==> src/rtl/ripple_carry_adder.sv <==
// Purpose : WIDTH-bit ripple-carry adder (explicit full-adder chain) with carry-out and signed-overflow flags.
// Latency : 1 cycle; the result is registered on the rising edge that samples in_valid=1.
// Backpressure: none; out_valid is a one-cycle pulse per accepted input, and results hold while idle.
module ripple_carry_adder #(
    parameter int WIDTH = 4
) (
    input  logic             clk,
    input  logic             rst_n,
    input  logic             in_valid,
    input  logic [WIDTH-1:0] a,
    input  logic [WIDTH-1:0] b,
    input  logic             c_in,
    output logic             out_valid,
    output logic [WIDTH-1:0] s,
    output logic             carry_out,
    output logic             overflow
);

    // carry[i] is the carry into bit i; carry[WIDTH] is the carry out of the MSB.
    logic [WIDTH:0]   carry;
    logic [WIDTH-1:0] sum_comb;
    logic             ovf_comb;

    assign carry[0] = c_in;

    // The carry path is one full adder per bit, chained explicitly so that the
    // ripple structure is what gets built, not an inferred adder.
    for (genvar i = 0; i < WIDTH; i++) begin : g_fa
        logic prop;
        assign prop         = a[i] ^ b[i];
        assign sum_comb[i]  = prop ^ carry[i];
        assign carry[i+1]   = (a[i] & b[i]) | (carry[i] & prop);
    end

    // Signed overflow: carry into the MSB differs from carry out of it.
    // For WIDTH=1 the carry into the MSB is c_in itself (carry[0]).
    assign ovf_comb = carry[WIDTH] ^ carry[WIDTH-1];

    logic [WIDTH-1:0] s_d,         s_q;
    logic             carry_out_d, carry_out_q;
    logic             overflow_d,  overflow_q;
    logic             out_valid_d, out_valid_q;

    // Next-state: load a fresh result on accepted input, otherwise hold the
    // previous result; the select is in_valid alone so X operands on idle
    // cycles cannot leak into the held outputs.
    always_comb begin
        s_d         = s_q;
        carry_out_d = carry_out_q;
        overflow_d  = overflow_q;
        out_valid_d = in_valid;
        if (in_valid) begin
            s_d         = sum_comb;
            carry_out_d = carry[WIDTH];
            overflow_d  = ovf_comb;
        end
    end

    // Output register with asynchronous active-low clear.
    always_ff @(posedge clk or negedge rst_n) begin
        if (!rst_n) begin
            s_q         <= '0;
            carry_out_q <= 1'b0;
            overflow_q  <= 1'b0;
            out_valid_q <= 1'b0;
        end else begin
            s_q         <= s_d;
            carry_out_q <= carry_out_d;
            overflow_q  <= overflow_d;
            out_valid_q <= out_valid_d;
        end
    end

    assign s         = s_q;
    assign carry_out = carry_out_q;
    assign overflow  = overflow_q;
    assign out_valid = out_valid_q;

endmodule

==> config.mk <==
export PLATFORM = sky130hd
export DESIGN_NAME = ripple_carry_adder
export DESIGN_NICKNAME = d
export VERILOG_FILES = /design/src/rtl/ripple_carry_adder.sv
export SDC_FILE = /design/constraint.sdc
export NUM_CORES = 1
export LEC_CHECK = 0
export ABC_AREA = 1
export CORE_AREA = 2 2 39 41
export DETAILED_ROUTE_END_ITERATION = 8
export DIE_AREA = 0 0 41 43
export MAX_ROUTING_LAYER = met4
export PLACE_DENSITY = 0.71
export RECOVER_POWER = 25
export SLEW_MARGIN = 40
export SYNTH_ARGS = -nofsm -noshare
export SYNTH_HDL_FRONTEND = slang
export SYNTH_SLANG_ARGS = --single-unit
==> constraint.sdc <==
create_clock -name clk -period 1.66 [get_ports clk]
set_input_delay 0.332 -clock clk [delete_from_list [all_inputs] [get_ports clk]]
set_output_delay 0.332 -clock clk [all_outputs]
set_load 0.01 [all_outputs]
Yosys cells after proc, flatten, opt, wreduce, memory -nomap -nowiden. Index checks and enable logic that the tools add are counted.

Register bits: 7. Logic and storage cells: 25.

Bitwise gates (word level): 21.

Operator list (number): XOR 1 bit (9); bitwise AND 1 bit (8); bitwise OR 1 bit (4).

Depth between registers and ports, before layout. Gate-level depths: netlist of the first run.

Word-level depth: 10. Mapped depth: 11. Mapped depth without buffers: 11.

Least setup slack after synthesis of the first run. No wires, ideal clock.

Path type: input-to-reg. Start point: input port a[0]. End point: register s_q[3] (netlist: s[3]). Setup time: 76 ps. Arrival: 1955 ps. Required time: 1584 ps. Path slack: -371 ps. Stages: 8. Buffers on the path: 0. Cells stage by stage: fa_1 > inv_1 > fa_1 > inv_1 > fa_1 > inv_1 > fa_1 > o21ai_1.

Cells in the longest elaborated chain, start to end: 8. Elaborated cells on any way between the ends: 9.

RTL lines: from (decl) (RTL line 10) `input logic [WIDTH-1:0] a,`; XOR 1 bit (RTL line 30) `assign prop = a[i] ^ b[i];`; bitwise AND 1 bit (RTL line 32) `assign carry[i+1] = (a[i] & b[i]) | (carry[i] & prop);`; bitwise OR 1 bit * (RTL line 32); bitwise AND 1 bit * (RTL line 32); bitwise OR 1 bit * (RTL line 32); bitwise AND 1 bit * (RTL line 32); bitwise OR 1 bit * (RTL line 32); XOR 1 bit * (RTL line 31) `assign sum_comb[i] = prop ^ carry[i];`; to (signal assigned) (RTL line 62) `s_q <= '0;`; to (signal assigned) (RTL line 67) `s_q <= s_d;`; to (decl) (RTL line 39) `logic [WIDTH-1:0] s_d, s_q;`.

Every way passes the cells marked *; elsewhere a longest branch is shown, timed or not. A chain may end at the register's enable or synchronous reset.

Worst setup path in the final report of the first run.
Start point: input port b[0]. End point: register s_q[3] (netlist: s[3]).

Cells in the longest elaborated chain, start to end: 8. Elaborated cells on any way between the ends: 9.

RTL lines: from (decl) (RTL line 11) `input logic [WIDTH-1:0] b,`; XOR 1 bit (RTL line 30); bitwise AND 1 bit (RTL line 32); bitwise OR 1 bit * (RTL line 32); bitwise AND 1 bit * (RTL line 32); bitwise OR 1 bit * (RTL line 32); bitwise AND 1 bit * (RTL line 32); bitwise OR 1 bit * (RTL line 32); XOR 1 bit * (RTL line 31).

Marks and branches as above.

==> results.toml, run 1 <==
[critical_path]
arrival_ps = 2030
rrSetupSlack_ps = 1040
cp_common_cell = "fa_2"
cp-start-kind = "primary input"
critPathMaxStageDelay_ps = 420
cp_slowest_cell = "fa_2"
end_kind = "flip-flop"
worstPathRequired_ps = 1840
path_class = "primary input to flip-flop"
worstPathCellList = "buf_6 > fa_2 > inv_2 > fa_2 > inv_2 > fa_2 > inv_2 > fa_2 > o21ai_1"
crit_fanout = 2

[placement]
dp.cells = 72
hpwl_um = 540
place_congestion = 0.716
numPortBuffers = 18

[floorplan]
coreArea_um2 = 1380
die_height_um = 43
io-pin-count = 19
die_area_um2 = 1760
rows = 14
die_w_um = 41
initial_core_util_pct = 26.1

[timing]
maxSlewViolCount = 0
setup_tns_ps = -320
fmax_mhz = 542
final.min_clock_period_ps = 1850
relSlewSlack_pct = 79.5
max_slew.worst_pin.slew_ps = 306
finalSetupViolCount = 3
hold_viol = 0
period_share_pct = 111
finClkSkew_ps = 0
rsz0062_at_grt = "true"
setup_ws_ps = -186

[final_layout]
layout-drive-gt1-share_pct = 34.9
antenna_cells = 0
nets = 80
areaGrowthSynthToFinish_pct = 74.0
layout.cells.non_filler = 79

[cts]
clock_latency_ps = 250
cts_tree = "built"
htreeDepth = 1
cts_buffer_depth = 2
path_clk_slew_ps = 50
numCtsBuffers = 3
cts_sinks = 7
root_buffer = "clkbuf_4"
cts_hold_buf = 0

[synth]
synth_top_area_share_pct = 48.4
avgSynthCellArea_um2 = 9.77
synth_seq_area_share_pct = 48.4
syn_nets = 53
synth-seq-cells = 7
synth_largest_area_cell = "dfrtp_1"
synthTopCellsByArea = "dfrtp_1 (48%), fa_1 (22%), nand2_1 (13%)"
synth.distinct_cells = 8
synth_cells = 37
yosys_warnings = 0
syn-cell-area_um2 = 362

[power_and_ir_drop]
powerDensity_nw_per_um2 = 839
total_leakage_power_nw = 0.306
ir_drop_mv = 0.250

[hold_path]
hold_class = "primary input to async pin"

[global_routing]
grt_pass1_vias = 302
track_usage_pct = 10.0
grt.overflow.total = 0
grt_start_max_net_pins = 10
grt_pass1_wl_um = 1110
antenna_found_initial = 0

[run_status]
run_status = "finished with violations"
violations = "setup timing"

[route]
routed_wl_um = 708
drt_iter0_drc = 9
first_pass_iters = 4
ant_nets = 0
wire_per_inst_um = 8.96
drc = 0
viasPerCell = 3.95
vias = 312

[job]
drv_cap = 0
-- placed cells by master (no fill, tap or decap), types with 3 or more instances in the layout --
master,n
fa_2,4
inv_2,6
inv_1,3
buf_4,3
dfrtp_1,7
nand2_1,12
buf_6,3
clkdlybuf4s50_1,12
clkbuf_4,3
-- final timing paths --
check / from / endpoint / depth (start not counted)
hold reg to reg: s[0]$_DFFE_PN0P_ / s[0]$_DFFE_PN0P_ / 2
setup / recovery: b[0] / s[3]$_DFFE_PN0P_ / 9
hold / removal: rst_n / overflow$_DFFE_PN0P_ / 1
setup reg to reg: s[3]$_DFFE_PN0P_ / s[3]$_DFFE_PN0P_ / 2
min in group clk: s[0]$_DFFE_PN0P_ / s[0]$_DFFE_PN0P_ / 2
max in group asynchronous: rst_n / out_valid$_DFF_PN0_ / 1
-- cells in the mapped netlist --
master    n
nand3_1   1
nand2_1  13
inv_2     1
inv_1     8
o21ai_1   2
fa_1      4
dfrtp_1   7
o21ai_2   1
-- stage by stage --
stage | cell area (um^2) | hold slack (ps) | power [mW] | worst slack (ps) | util (%)
6_report | 629 | 402 | 0.528 | -186 | 45.5
5_1_grt | 629 | 426 | 0.563 | -240 | 45.5
4_1_cts | 606 | 336 | 0.529 | -255 | 43.8
3_5_place_dp | 579 | 461 | 0.368 | -834 | 41.9
3_3_place_gp | 579 | 458 | 0.364 | -794 | 41.9
2_1_floorplan | 372 | 36.4 | 0.273 | -296 | -
-- flip-flops by register name (all words and copies together), names as in the netlist --
signal,flops
s,4
overflow,1
out_valid,1
carry_out,1
-- repair_timing --
action / CTS / global route
resized for setup: 17 / 3
pin swaps: 6 / 8
endpoints found under the setup margin: 4 / 3
hold endpoints to repair: 0 / 0
setup buffers: 1 / 2
-- layer usage --
layer / track usage (%) / vias up / share of wire, %
met5: - / - / 0
met2: 14.4 / 11 / 57
met3: 0 / 2 / 4.5
met1: 10.8 / 142 / 36
li1: - / 157 / -
met4: 12.0 / 0 / 2.0
-- critical path, delay by kind of cell --
family / cells / cell delay, ps
buffers and inverters: 4 / 270
adders and majority gates: 4 / 1310
AOI/OAI and AO/OA: 1 / 120
-- area by class of cell --
class / instances / area [um^2]
fillers: 147 / 754
repair buffers: 22 / 209
flip-flops and latches: 7 / 175
multi-input cells: 21 / 165
inverters: 9 / 33.8
clock buffers: 4 / 26.3
well taps: 16 / 20.0
-- cells by family after synthesis --
group / share of synthesized area, %
DFF: 48.4
and+or+nand+nor: 14.9
buffers and inverters: 9.34
AOI/OAI and AO/OA: 5.19
adders and majority gates: 22.1
-- power breakdown --
group | leakage, nW | switching (mW) | total [mW] | internal, mW
Combinational | 0.207 | 0.0668 | 0.167 | 0.0999
Sequential | 0.0845 | 0.0128 | 0.208 | 0.196
Clock | 0.0150 | 0.0615 | 0.153 | 0.0916
No activity file was read; power rests on OpenSTA's default activity.
==> inputs of run 2 (changes only) <==
--- a/config.mk
+++ b/config.mk
@@ -10,8 +10,9 @@
 export DETAILED_ROUTE_END_ITERATION = 8
 export DIE_AREA = 0 0 41 43
 export MAX_ROUTING_LAYER = met4
-export PLACE_DENSITY = 0.71
+export PLACE_DENSITY_LB_ADDON = 0.15
 export RECOVER_POWER = 25
+export SKIP_CTS_REPAIR_TIMING = 1
 export SLEW_MARGIN = 40
 export SYNTH_ARGS = -nofsm -noshare
 export SYNTH_HDL_FRONTEND = slang
==> run 2 against run 1 <==
Net effect:
- the flow still finishes with violations (setup timing)
- first-iteration DRC count decreased by 78%
- sequential power hardly changed
- critical path depth is the same
- flip-flop and latch count did not move
- non-clock buffer count decreased by 2
- count of clock-buffer cells in the layout did not move
- setup slack worse by 62 ps
- wire length decreased by 5.8%
- core utilization decreased by 1.2 points
- clock skew unchanged
- maximum frequency shrank 3.2%
- largest cell class unchanged
- largest power group unchanged
==> results.toml, run 2 (synthesis results as in run 1) <==
[timing]
final.min_clock_period_ps = 1910
max_slew.worst_pin.slew_ps = 316
finalSetupViolCount = 3
setup_ws_ps = -248
rsz0062_at_grt = "true"
period_share_pct = 115
maxSlewViolCount = 0
fmax_mhz = 524
hold_viol = 0
hold_ws_ps = 407
setup_tns_ps = -482
finClkSkew_ps = 0
relSlewSlack_pct = 78.9

[floorplan]
die_area_um2 = 1760
rows = 14
coreArea_um2 = 1380
io-pin-count = 19
initial_core_util_pct = 26.1
die_w_um = 41
die_height_um = 43

[critical_path]
worstPathRequired_ps = 1840
cp-start-kind = "primary input"
path_class = "primary input to flip-flop"
end_kind = "flip-flop"
crit_fanout = 2
arrival_ps = 2090

[hold_path]
hold_class = "primary input to async pin"

[final_layout]
largest_reg_flops = 4
seqCellArea_um2 = 175
layout_common_cells = "nand2_1 (13), clkdlybuf4s50_1 (12), dfrtp_1 (7)"
nets = 78
layout_commonest_cell = "nand2_1"
layout-drive-gt1-share_pct = 31.1
fillCellCount = 151
areaGrowthSynthToFinish_pct = 69.6
antenna_cells = 0
multi_input_area_um2 = 163
finish.utilization_pct = 44.3

[global_routing]
grt_pass1_wl_um = 1120
antenna_found_initial = 0
grt_pass1_vias = 291
grt.overflow.total = 0
track_usage_pct = 10.2
grt_start_max_net_pins = 10

[job]
drv_cap = 0

[route]
drt_iter0_drc = 2
ant_nets = 0
viasPerCell = 3.90
routed_wl_um = 667
vias = 300
drc = 0
wire_per_inst_um = 8.66
first_pass_iters = 2

[placement]
numPortBuffers = 18
pre_cts_ws_ps = -828
place_congestion = 0.628

[cts]
root_buffer = "clkbuf_4"
path_clk_slew_ps = 50
clock_latency_ps = 250
cts_sinks = 7
cts_buffer_depth = 2
htreeDepth = 1
cts_tree = "built"
numCtsBuffers = 3

[run_status]
run_status = "finished with violations"
violations = "setup timing"

[power_and_ir_drop]
ir_drop_mv = 0.270
total_leakage_power_nw = 0.310
powerDensity_nw_per_um2 = 849
p_total_mw = 0.521
==> run 2: stage by stage <==
| stage | instances | area [um^2] |
|---|---|---|
| final | 77 | 613 |
| after CTS | 76 | 606 |
| after global routing | 77 | 613 |
| after global placement | 72 | 579 |
| after detailed placement | 72 | 579 |
| after floorplan | 37 | 372 |
==> run 2: path summary, 6_finish.rpt <==
check,slack [ps],cells after the start,startpoint,to
setup / recovery,-250,9,c_in,s[3]$_DFFE_PN0P_
hold / removal,410,1,rst_n,out_valid$_DFF_PN0_
setup reg to reg,1050,2,carry_out$_DFFE_PN0P_,carry_out$_DFFE_PN0P_
hold reg to reg,470,2,s[0]$_DFFE_PN0P_,s[0]$_DFFE_PN0P_
max in group asynchronous,1010,1,rst_n,s[2]$_DFFE_PN0P_
min in group clk,470,2,s[0]$_DFFE_PN0P_,s[0]$_DFFE_PN0P_
==> run 2: worst max-delay path, cell delays in order <==
cell and delay [ps]:
buf_6 90, fa_2 370, inv_2 60, fa_2 190, inv_2 40, fa_2 360
inv_2 80, fa_2 430, o21ai_1 130
==> run 2: final cells by class <==
type	count	area share, %
clock buffer	4	4.29
inverter	9	5.51
multi-input combinational	21	26.5
sequential	7	28.6
tap	16	3.27
timing repair buffer	20	31.8
==> run 2: report_power, final <==
group / switching, mW / leakage (nW) / internal, mW
Sequential: 0.0125 / 0.0845 / 0.195
Clock: 0.0621 / 0.0150 / 0.0917
Combinational: 0.0646 / 0.211 / 0.0942
Total: 0.139 / 0.310 / 0.381
==> run 2: layer usage <==
layer  routed length [um]  track usage, %  share of wire (%)  up-vias
met4                    0            12.0                  0        0
li1                     -               -                  -      153
met2                  363            14.1                 54       11
met5                    0               -                  0        -
met1                  273            11.7                 41      136
met3                   31               0                4.6        0
